<file path="src/rtl/decode_step_if.sv">
// Fetch->decode->execute handshake and decoded-instruction bus for decode_step.
// slave is the decode side; master is the surrounding pipeline.
interface decode_step_if #(
    parameter int unsigned XLEN = 32
);
    logic            enable_step_i;
    logic            fetch_finished_i;
    logic [31:0]     instruction_i;
    logic [XLEN-1:0] pc_i;
    logic            execute_working_info_i;

    logic            decode_working_info_o;
    logic            decode_finished_o;
    logic [XLEN-1:0] pc_o;
    logic [3:0]      instr_class_o;
    logic [4:0]      rd_o;
    logic [4:0]      rs1_o;
    logic [4:0]      rs2_o;
    logic            rd_we_o;
    logic [2:0]      funct3_o;
    logic            funct7b5_o;
    logic [XLEN-1:0] imm_o;
    logic            illegal_o;

    modport slave (
        input  enable_step_i, fetch_finished_i, instruction_i, pc_i, execute_working_info_i,
        output decode_working_info_o, decode_finished_o, pc_o, instr_class_o,
               rd_o, rs1_o, rs2_o, rd_we_o, funct3_o, funct7b5_o, imm_o, illegal_o
    );

    modport master (
        output enable_step_i, fetch_finished_i, instruction_i, pc_i, execute_working_info_i,
        input  decode_working_info_o, decode_finished_o, pc_o, instr_class_o,
               rd_o, rs1_o, rs2_o, rd_we_o, funct3_o, funct7b5_o, imm_o, illegal_o
    );
endinterface

</file>
<file path="src/rtl/decode_step.sv">
// RV32I decode stage: latches one instruction from fetch, decodes it, and holds
// the registered result until execute consumes it.
module decode_step #(
    parameter int unsigned XLEN = 32
) (
    input logic          clk_i,
    input logic          rst_i,
    decode_step_if.slave bus
);

    typedef enum logic [1:0] {
        S_IDLE,
        S_DECODE,
        S_VALID
    } state_e;

    typedef enum logic [3:0] {
        C_ILLEGAL = 4'd0,
        C_LUI     = 4'd1,
        C_AUIPC   = 4'd2,
        C_JAL     = 4'd3,
        C_JALR    = 4'd4,
        C_BRANCH  = 4'd5,
        C_LOAD    = 4'd6,
        C_STORE   = 4'd7,
        C_OPIMM   = 4'd8,
        C_OP      = 4'd9,
        C_FENCE   = 4'd10,
        C_SYSTEM  = 4'd11
    } class_e;

    localparam logic [6:0] OPC_LUI    = 7'b0110111;
    localparam logic [6:0] OPC_AUIPC  = 7'b0010111;
    localparam logic [6:0] OPC_JAL    = 7'b1101111;
    localparam logic [6:0] OPC_JALR   = 7'b1100111;
    localparam logic [6:0] OPC_BRANCH = 7'b1100011;
    localparam logic [6:0] OPC_LOAD   = 7'b0000011;
    localparam logic [6:0] OPC_STORE  = 7'b0100011;
    localparam logic [6:0] OPC_OPIMM  = 7'b0010011;
    localparam logic [6:0] OPC_OP     = 7'b0110011;
    localparam logic [6:0] OPC_FENCE  = 7'b0001111;
    localparam logic [6:0] OPC_SYSTEM = 7'b1110011;

    state_e          state_q, state_d;
    logic            capture;
    logic            load_out;

    logic [31:0]     instr_q;
    logic [XLEN-1:0] pc_lat_q;

    logic [XLEN-1:0] pc_out_q;
    class_e          cls_q, cls_d;
    logic [4:0]      rd_q, rs1_q, rs2_q;
    logic            rd_we_q, rd_we_d;
    logic [2:0]      funct3_q;
    logic            funct7b5_q;
    logic [XLEN-1:0] imm_q, imm_d;
    logic            illegal_q, illegal_d;

    logic [6:0]      opcode;
    logic [2:0]      f3;
    logic [6:0]      f7;
    logic            writes_rd;

    always_ff @(posedge clk_i or posedge rst_i) begin
        if (rst_i) begin
            state_q <= S_IDLE;
        end else begin
            state_q <= state_d;
        end
    end

    // Enable low freezes everything, including consumption by execute.
    always_comb begin
        state_d  = state_q;
        capture  = 1'b0;
        load_out = 1'b0;
        if (bus.enable_step_i) begin
            case (state_q)
                S_IDLE: begin
                    if (bus.fetch_finished_i) begin
                        capture = 1'b1;
                        state_d = S_DECODE;
                    end
                end
                S_DECODE: begin
                    load_out = 1'b1;
                    state_d  = S_VALID;
                end
                S_VALID: begin
                    if (!bus.execute_working_info_i) begin
                        if (bus.fetch_finished_i) begin
                            capture = 1'b1;
                            state_d = S_DECODE;
                        end else begin
                            state_d = S_IDLE;
                        end
                    end
                end
                default: state_d = S_IDLE;
            endcase
        end
    end

    assign opcode = instr_q[6:0];
    assign f3     = instr_q[14:12];
    assign f7     = instr_q[31:25];

    always_comb begin
        cls_d     = C_ILLEGAL;
        imm_d     = '0;
        illegal_d = 1'b0;
        writes_rd = 1'b0;
        case (opcode)
            OPC_LUI: begin
                cls_d     = C_LUI;
                imm_d     = {instr_q[31:12], 12'b0};
                writes_rd = 1'b1;
            end
            OPC_AUIPC: begin
                cls_d     = C_AUIPC;
                imm_d     = {instr_q[31:12], 12'b0};
                writes_rd = 1'b1;
            end
            OPC_JAL: begin
                cls_d     = C_JAL;
                imm_d     = {{(XLEN-20){instr_q[31]}}, instr_q[19:12], instr_q[20],
                             instr_q[30:21], 1'b0};
                writes_rd = 1'b1;
            end
            OPC_JALR: begin
                cls_d     = C_JALR;
                imm_d     = {{(XLEN-11){instr_q[31]}}, instr_q[30:20]};
                writes_rd = 1'b1;
                illegal_d = (f3 != 3'b000);
            end
            OPC_BRANCH: begin
                cls_d     = C_BRANCH;
                imm_d     = {{(XLEN-12){instr_q[31]}}, instr_q[7], instr_q[30:25],
                             instr_q[11:8], 1'b0};
                illegal_d = (f3 == 3'b010) || (f3 == 3'b011);
            end
            OPC_LOAD: begin
                cls_d     = C_LOAD;
                imm_d     = {{(XLEN-11){instr_q[31]}}, instr_q[30:20]};
                writes_rd = 1'b1;
                illegal_d = (f3 == 3'b011) || (f3 == 3'b110) || (f3 == 3'b111);
            end
            OPC_STORE: begin
                cls_d     = C_STORE;
                imm_d     = {{(XLEN-11){instr_q[31]}}, instr_q[30:25], instr_q[11:7]};
                illegal_d = (f3 > 3'b010);
            end
            OPC_OPIMM: begin
                cls_d     = C_OPIMM;
                imm_d     = {{(XLEN-11){instr_q[31]}}, instr_q[30:20]};
                writes_rd = 1'b1;
                illegal_d = ((f3 == 3'b001) && (f7 != 7'b0000000)) ||
                            ((f3 == 3'b101) && (f7 != 7'b0000000) && (f7 != 7'b0100000));
            end
            OPC_OP: begin
                cls_d     = C_OP;
                writes_rd = 1'b1;
                illegal_d = ((f7 != 7'b0000000) && (f7 != 7'b0100000)) ||
                            ((f7 == 7'b0100000) && (f3 != 3'b000) && (f3 != 3'b101));
            end
            OPC_FENCE:  cls_d = C_FENCE;
            OPC_SYSTEM: cls_d = C_SYSTEM;
            default:    illegal_d = 1'b1;
        endcase
        if (illegal_d) begin
            cls_d = C_ILLEGAL;
            imm_d = '0;
        end
        rd_we_d = writes_rd && !illegal_d && (instr_q[11:7] != 5'd0);
    end

    always_ff @(posedge clk_i or posedge rst_i) begin
        if (rst_i) begin
            instr_q  <= '0;
            pc_lat_q <= '0;
        end else if (capture) begin
            instr_q  <= bus.instruction_i;
            pc_lat_q <= bus.pc_i;
        end
    end

    always_ff @(posedge clk_i or posedge rst_i) begin
        if (rst_i) begin
            pc_out_q   <= '0;
            cls_q      <= C_ILLEGAL;
            rd_q       <= '0;
            rs1_q      <= '0;
            rs2_q      <= '0;
            rd_we_q    <= 1'b0;
            funct3_q   <= '0;
            funct7b5_q <= 1'b0;
            imm_q      <= '0;
            illegal_q  <= 1'b0;
        end else if (load_out) begin
            pc_out_q   <= pc_lat_q;
            cls_q      <= cls_d;
            rd_q       <= instr_q[11:7];
            rs1_q      <= instr_q[19:15];
            rs2_q      <= instr_q[24:20];
            rd_we_q    <= rd_we_d;
            funct3_q   <= f3;
            funct7b5_q <= instr_q[30];
            imm_q      <= imm_d;
            illegal_q  <= illegal_d;
        end
    end

    assign bus.decode_working_info_o = (state_q != S_IDLE);
    assign bus.decode_finished_o     = (state_q == S_VALID);
    assign bus.pc_o                  = pc_out_q;
    assign bus.instr_class_o         = cls_q;
    assign bus.rd_o                  = rd_q;
    assign bus.rs1_o                 = rs1_q;
    assign bus.rs2_o                 = rs2_q;
    assign bus.rd_we_o               = rd_we_q;
    assign bus.funct3_o              = funct3_q;
    assign bus.funct7b5_o            = funct7b5_q;
    assign bus.imm_o                 = imm_q;
    assign bus.illegal_o             = illegal_q;

endmodule

</file>
<file path="src/flat_wrapper.sv">
// flat-port wrapper written by rule: the top's interface ports become plain ports
module decode_step_flat 
#(
    parameter int unsigned XLEN = 32
)
  (clk_i, rst_i, bus_enable_step_i, bus_fetch_finished_i, bus_instruction_i, bus_pc_i, bus_execute_working_info_i, bus_decode_working_info_o, bus_decode_finished_o, bus_pc_o, bus_instr_class_o, bus_rd_o, bus_rs1_o, bus_rs2_o, bus_rd_we_o, bus_funct3_o, bus_funct7b5_o, bus_imm_o, bus_illegal_o);
  decode_step_if #(.XLEN(XLEN)) bus_i ();
  input logic clk_i;
  input logic rst_i;
  input wire logic [$bits(bus_i.enable_step_i)-1:0] bus_enable_step_i;
  input wire logic [$bits(bus_i.fetch_finished_i)-1:0] bus_fetch_finished_i;
  input wire logic [$bits(bus_i.instruction_i)-1:0] bus_instruction_i;
  input wire logic [$bits(bus_i.pc_i)-1:0] bus_pc_i;
  input wire logic [$bits(bus_i.execute_working_info_i)-1:0] bus_execute_working_info_i;
  output wire logic [$bits(bus_i.decode_working_info_o)-1:0] bus_decode_working_info_o;
  output wire logic [$bits(bus_i.decode_finished_o)-1:0] bus_decode_finished_o;
  output wire logic [$bits(bus_i.pc_o)-1:0] bus_pc_o;
  output wire logic [$bits(bus_i.instr_class_o)-1:0] bus_instr_class_o;
  output wire logic [$bits(bus_i.rd_o)-1:0] bus_rd_o;
  output wire logic [$bits(bus_i.rs1_o)-1:0] bus_rs1_o;
  output wire logic [$bits(bus_i.rs2_o)-1:0] bus_rs2_o;
  output wire logic [$bits(bus_i.rd_we_o)-1:0] bus_rd_we_o;
  output wire logic [$bits(bus_i.funct3_o)-1:0] bus_funct3_o;
  output wire logic [$bits(bus_i.funct7b5_o)-1:0] bus_funct7b5_o;
  output wire logic [$bits(bus_i.imm_o)-1:0] bus_imm_o;
  output wire logic [$bits(bus_i.illegal_o)-1:0] bus_illegal_o;
  assign bus_i.enable_step_i = bus_enable_step_i;
  assign bus_i.fetch_finished_i = bus_fetch_finished_i;
  assign bus_i.instruction_i = bus_instruction_i;
  assign bus_i.pc_i = bus_pc_i;
  assign bus_i.execute_working_info_i = bus_execute_working_info_i;
  assign bus_decode_working_info_o = bus_i.decode_working_info_o;
  assign bus_decode_finished_o = bus_i.decode_finished_o;
  assign bus_pc_o = bus_i.pc_o;
  assign bus_instr_class_o = bus_i.instr_class_o;
  assign bus_rd_o = bus_i.rd_o;
  assign bus_rs1_o = bus_i.rs1_o;
  assign bus_rs2_o = bus_i.rs2_o;
  assign bus_rd_we_o = bus_i.rd_we_o;
  assign bus_funct3_o = bus_i.funct3_o;
  assign bus_funct7b5_o = bus_i.funct7b5_o;
  assign bus_imm_o = bus_i.imm_o;
  assign bus_illegal_o = bus_i.illegal_o;
  decode_step #(.XLEN(XLEN)) u_core (.clk_i(clk_i), .rst_i(rst_i), .bus(bus_i));
endmodule
</file>
<file path="config.mk">
export PLATFORM = sky130hd
export DESIGN_NAME = decode_step_flat
export DESIGN_NICKNAME = d
export VERILOG_FILES = /design/src/rtl/decode_step_if.sv /design/src/rtl/decode_step.sv /design/src/flat_wrapper.sv
export SDC_FILE = /design/constraint.sdc
export NUM_CORES = 1
export LEC_CHECK = 0
export ABC_AREA = 1
export CAP_MARGIN = 20
export CELL_PAD_IN_SITES_DETAIL_PLACEMENT = 1
export CELL_PAD_IN_SITES_GLOBAL_PLACEMENT = 1
export CORE_MARGIN = 1
export CORE_UTILIZATION = 34
export CTS_CLUSTER_SIZE = 8
export DETAILED_ROUTE_END_ITERATION = 10
export PLACE_DENSITY = 0.72
export SYNTH_ARGS = -nofsm -noshare
export SYNTH_HDL_FRONTEND = slang
export SYNTH_SLANG_ARGS = --single-unit
</file>
<file path="constraint.sdc">
create_clock -name clk_i -period 8.6 [get_ports clk_i]
set_input_delay 1.72 -clock clk_i [delete_from_list [all_inputs] [get_ports clk_i]]
set_output_delay 1.72 -clock clk_i [all_outputs]
set_load 0.005 [all_outputs]
</file>
==> summary.txt <==
Run status
  – Status: finished, final reports clean

Placement
  – Gpl congestion: 0.797
  – Dpl hpwl: 13.4 mm
  – Port buffer count: 159
  – Placement Setup Slack: 4580 ps

Clock network
  – Hold Buf Count CTS: 0
  – Clk root buf: clkbuf_16
  – CTS Sinks: 155
  – CTS clk-pin slew, worst paths: 70 ps
  – Setup bufs post-CTS: 0
  – H-tree depth: 4
  – Clock Latency Late Sink: 430 ps
  – Clk buf depth: 2
  – Resized cells post-CTS: 0
  – CTS tree: built
  – CTS Buf Count: 17

Logic synthesis
  – Synth Register Bits: 155
  – Syn Inst Count: 817
  – Synth area leader: dfrtp_1
  – Post-synth top area share: 57.5%
  – Yosys cell types: 24
  – Mean Syn Cell Area: 8.25 µm²
  – Synth area leaders: dfrtp_1 58%, nand2_1 15%, o21ai_0 8.5%, inv_1 4.0%, nor2_1 3.7%
  – Synthesized Nets: 886
  – Register area share after synthesis: 57.5%
  – Mapped Area: 6740 µm²
  – Yosys warnings: 0

Floorplan
  – Die area: 20400 µm²
  – Num rows: 51
  – Chip height: 143 µm
  – Starting Density: 34.7%
  – Top Ports: 160
  – Chip Width: 143 µm
  – CORE AREA: 19500 µm²

Critical path
  – CP required: 8960 ps
  – End of the critical path: u_core.bus.imm_o[11]
  – R2R Path End: u_core.bus.imm_o[13]
  – Critical Path Start: bus_enable_step_i
  – CP Class: in -> reg
  – Reg2reg path depth: 9
  – Slowest-stage cell, CP: inv_2
  – R2r setup slk: 5680 ps
  – Max stage delay on crit path: 600 ps
  – Most used cell, CP: nand2_1
  – Critical Path AT: 3940 ps
  – Top fanout value on the critical path: 51
  – Crit path launch type: input port
  – Crit. End Element: flip-flop
  – Critical R2R Launch: u_core.instr_q[6]
  – Critical-path cell list: clkdlybuf4s50_1, nand3_4, inv_2, nand2_4, nor2_1, nand2_1, nand2_1

Drt
  – Final Routed Wirelength: 19.3 mm
  – DRT antenna net count: 0
  – Routed vias/inst: 4.75
  – Initial DRT Pass Iterations: 4
  – DR vias: 5868
  – WL/cell: 15.6 µm
  – DRC Markers: 0
  – Initial DRC Count: 297

GRT
  – Gr ovfl total: 0
  – Gr usage total: 20.7%
  – First-pass GRT wire length: 32.2 mm
  – Largest net degree at the start of global routing: 114
  – Initial antenna violation count: 0
  – Vias in the first global route: 6160

Hold path
  – Hold WC Path Type: reg -> reg

STA
  – F_max: 0.279 GHz
  – Minimum clock period: 3580 ps
  – Final setup fails: 0
  – Setup TNS: 0 ps
  – Final worst slack: 5020 ps
  – Slew Limit Fails: 0
  – Period utilization: 41.7%
  – Worst-case clock skew: 12.4 ps
  – Worst-Margin Slew: 1030 ps
  – Hold Fails Final Rpt: 0
  – Slew HR: 31.3%
  – RSZ-0062 raised after global routing: no

Finish
  – Commonest non-fill, non-tap cells in the layout: 268 x nand2_1, 159 x clkdlybuf4s50_1, 155 x dfrtp_1, 115 x o21ai_0, 71 x inv_1
  – Commonest non-fill, non-tap cell in the layout: nand2_1
  – Layout area overhead: 35.2%
  – Final net count: 1026
  – Fraction of layout cells with a size suffix above 1: 6.19%
  – Fill count: 2302
  – ANT cells: 0

Power and ir drop
  – Power, Total: 0.00254 W
  – PwrDens: 279 nW/µm²
  – LEAKAGE: 4.37 nW
  – Worst vdd ir: 141 µV

Flow run
  – Max-cap violations: 0
worst max-delay path, delay by kind of cell:
kind / cells / cell delay (ps)
AND/OR/NAND/NOR: 5 / 1030
buffers and inverters: 2 / 1150
registers in the layout, indices dropped and copies added (netlist names):
signal                    cells
u_core.bus.rd_we_o            1
u_core.bus.pc_o              32
u_core.bus.rs2_o              5
u_core.instr_q               32
u_core.state_q                2
u_core.bus.rs1_o              5
u_core.bus.funct3_o           3
u_core.bus.rd_o               5
u_core.bus.instr_class_o      4
u_core.pc_lat_q              32
u_core.bus.illegal_o          1
u_core.bus.imm_o             32
u_core.bus.funct7b5_o         1
metrics by stage:
stage	util, %	hold slack (ps)	area [µm²]	cells
after global routing	46.8	510	9120	1235
after CTS	46.8	486	9120	1235
after global placement	43.8	466	8530	1203
after floorplan	-	468	6740	817
final	46.8	478	9120	1235
after detailed placement	43.8	468	8530	1203
how the worst min path moves through the flow:
stage / slack (ps) / endpoint / start / cells past startpoint
after floorplan: 470 / u_core.instr_q[0] / u_core.instr_q[0] / 2
after global placement: 470 / u_core.bus.rs1_o[0] / u_core.bus.rs1_o[0] / 2
after detailed placement: 470 / u_core.bus.imm_o[16] / u_core.bus.imm_o[16] / 2
after CTS: 490 / u_core.bus.imm_o[16] / u_core.bus.imm_o[16] / 2
after global routing: 510 / u_core.bus.imm_o[13] / u_core.bus.imm_o[13] / 2
final: 480 / u_core.bus.imm_o[16] / u_core.bus.imm_o[16] / 2
final cells by class:
type	instances	area, µm²	share of cell area [%]
Timing Repair Buffer	162	1610	17.7
Multi-Input combinational cell	541	2400	26.3
Clock inverter	14	160	1.76
Tap cell	265	332	3.64
Sequential cell	155	3880	42.5
Inverter	80	307	3.36
Clock buffer	18	429	4.71
Yosys cell counts, drive strengths merged:
cell      n
o21ai   115
clkinv    1
nor3      2
nand2   275
dfrtp   155
inv      79
nor2     72
nor4      1
o22ai     5
a21oi     5
buf      16
nand4    23
nand3    43
clkbuf   25
report_power, final:
part / total, W / switching (W) / internal, W
clock network: 0.000759 / 0.000325 / 0.000434
registers: 0.00108 / 0.000135 / 0.000947
logic: 0.000701 / 0.000359 / 0.000341
total: 0.00254 / 0.000819 / 0.00172
layer usage:
metal / vias to the layer above / track usage, % / part of all wire, % / routed length [µm]
met3: 17 / 5.73 / 5.3 / 1030
met5: - / 0 / 0 / 0
met2: 126 / 33.7 / 47 / 9080
li1: 2871 / - / - / -
met1: 2854 / 26.7 / 46 / 8950
met4: 0 / 6.62 / 1.3 / 259
cells by family after synthesis:
family | share of synthesized area, %
and+or+nand+nor | 26.0
buffers and inverters | 7.12
AOI/OAI and AO/OA | 9.37
DFF | 57.5
Power figures use the tool's default switching activity.
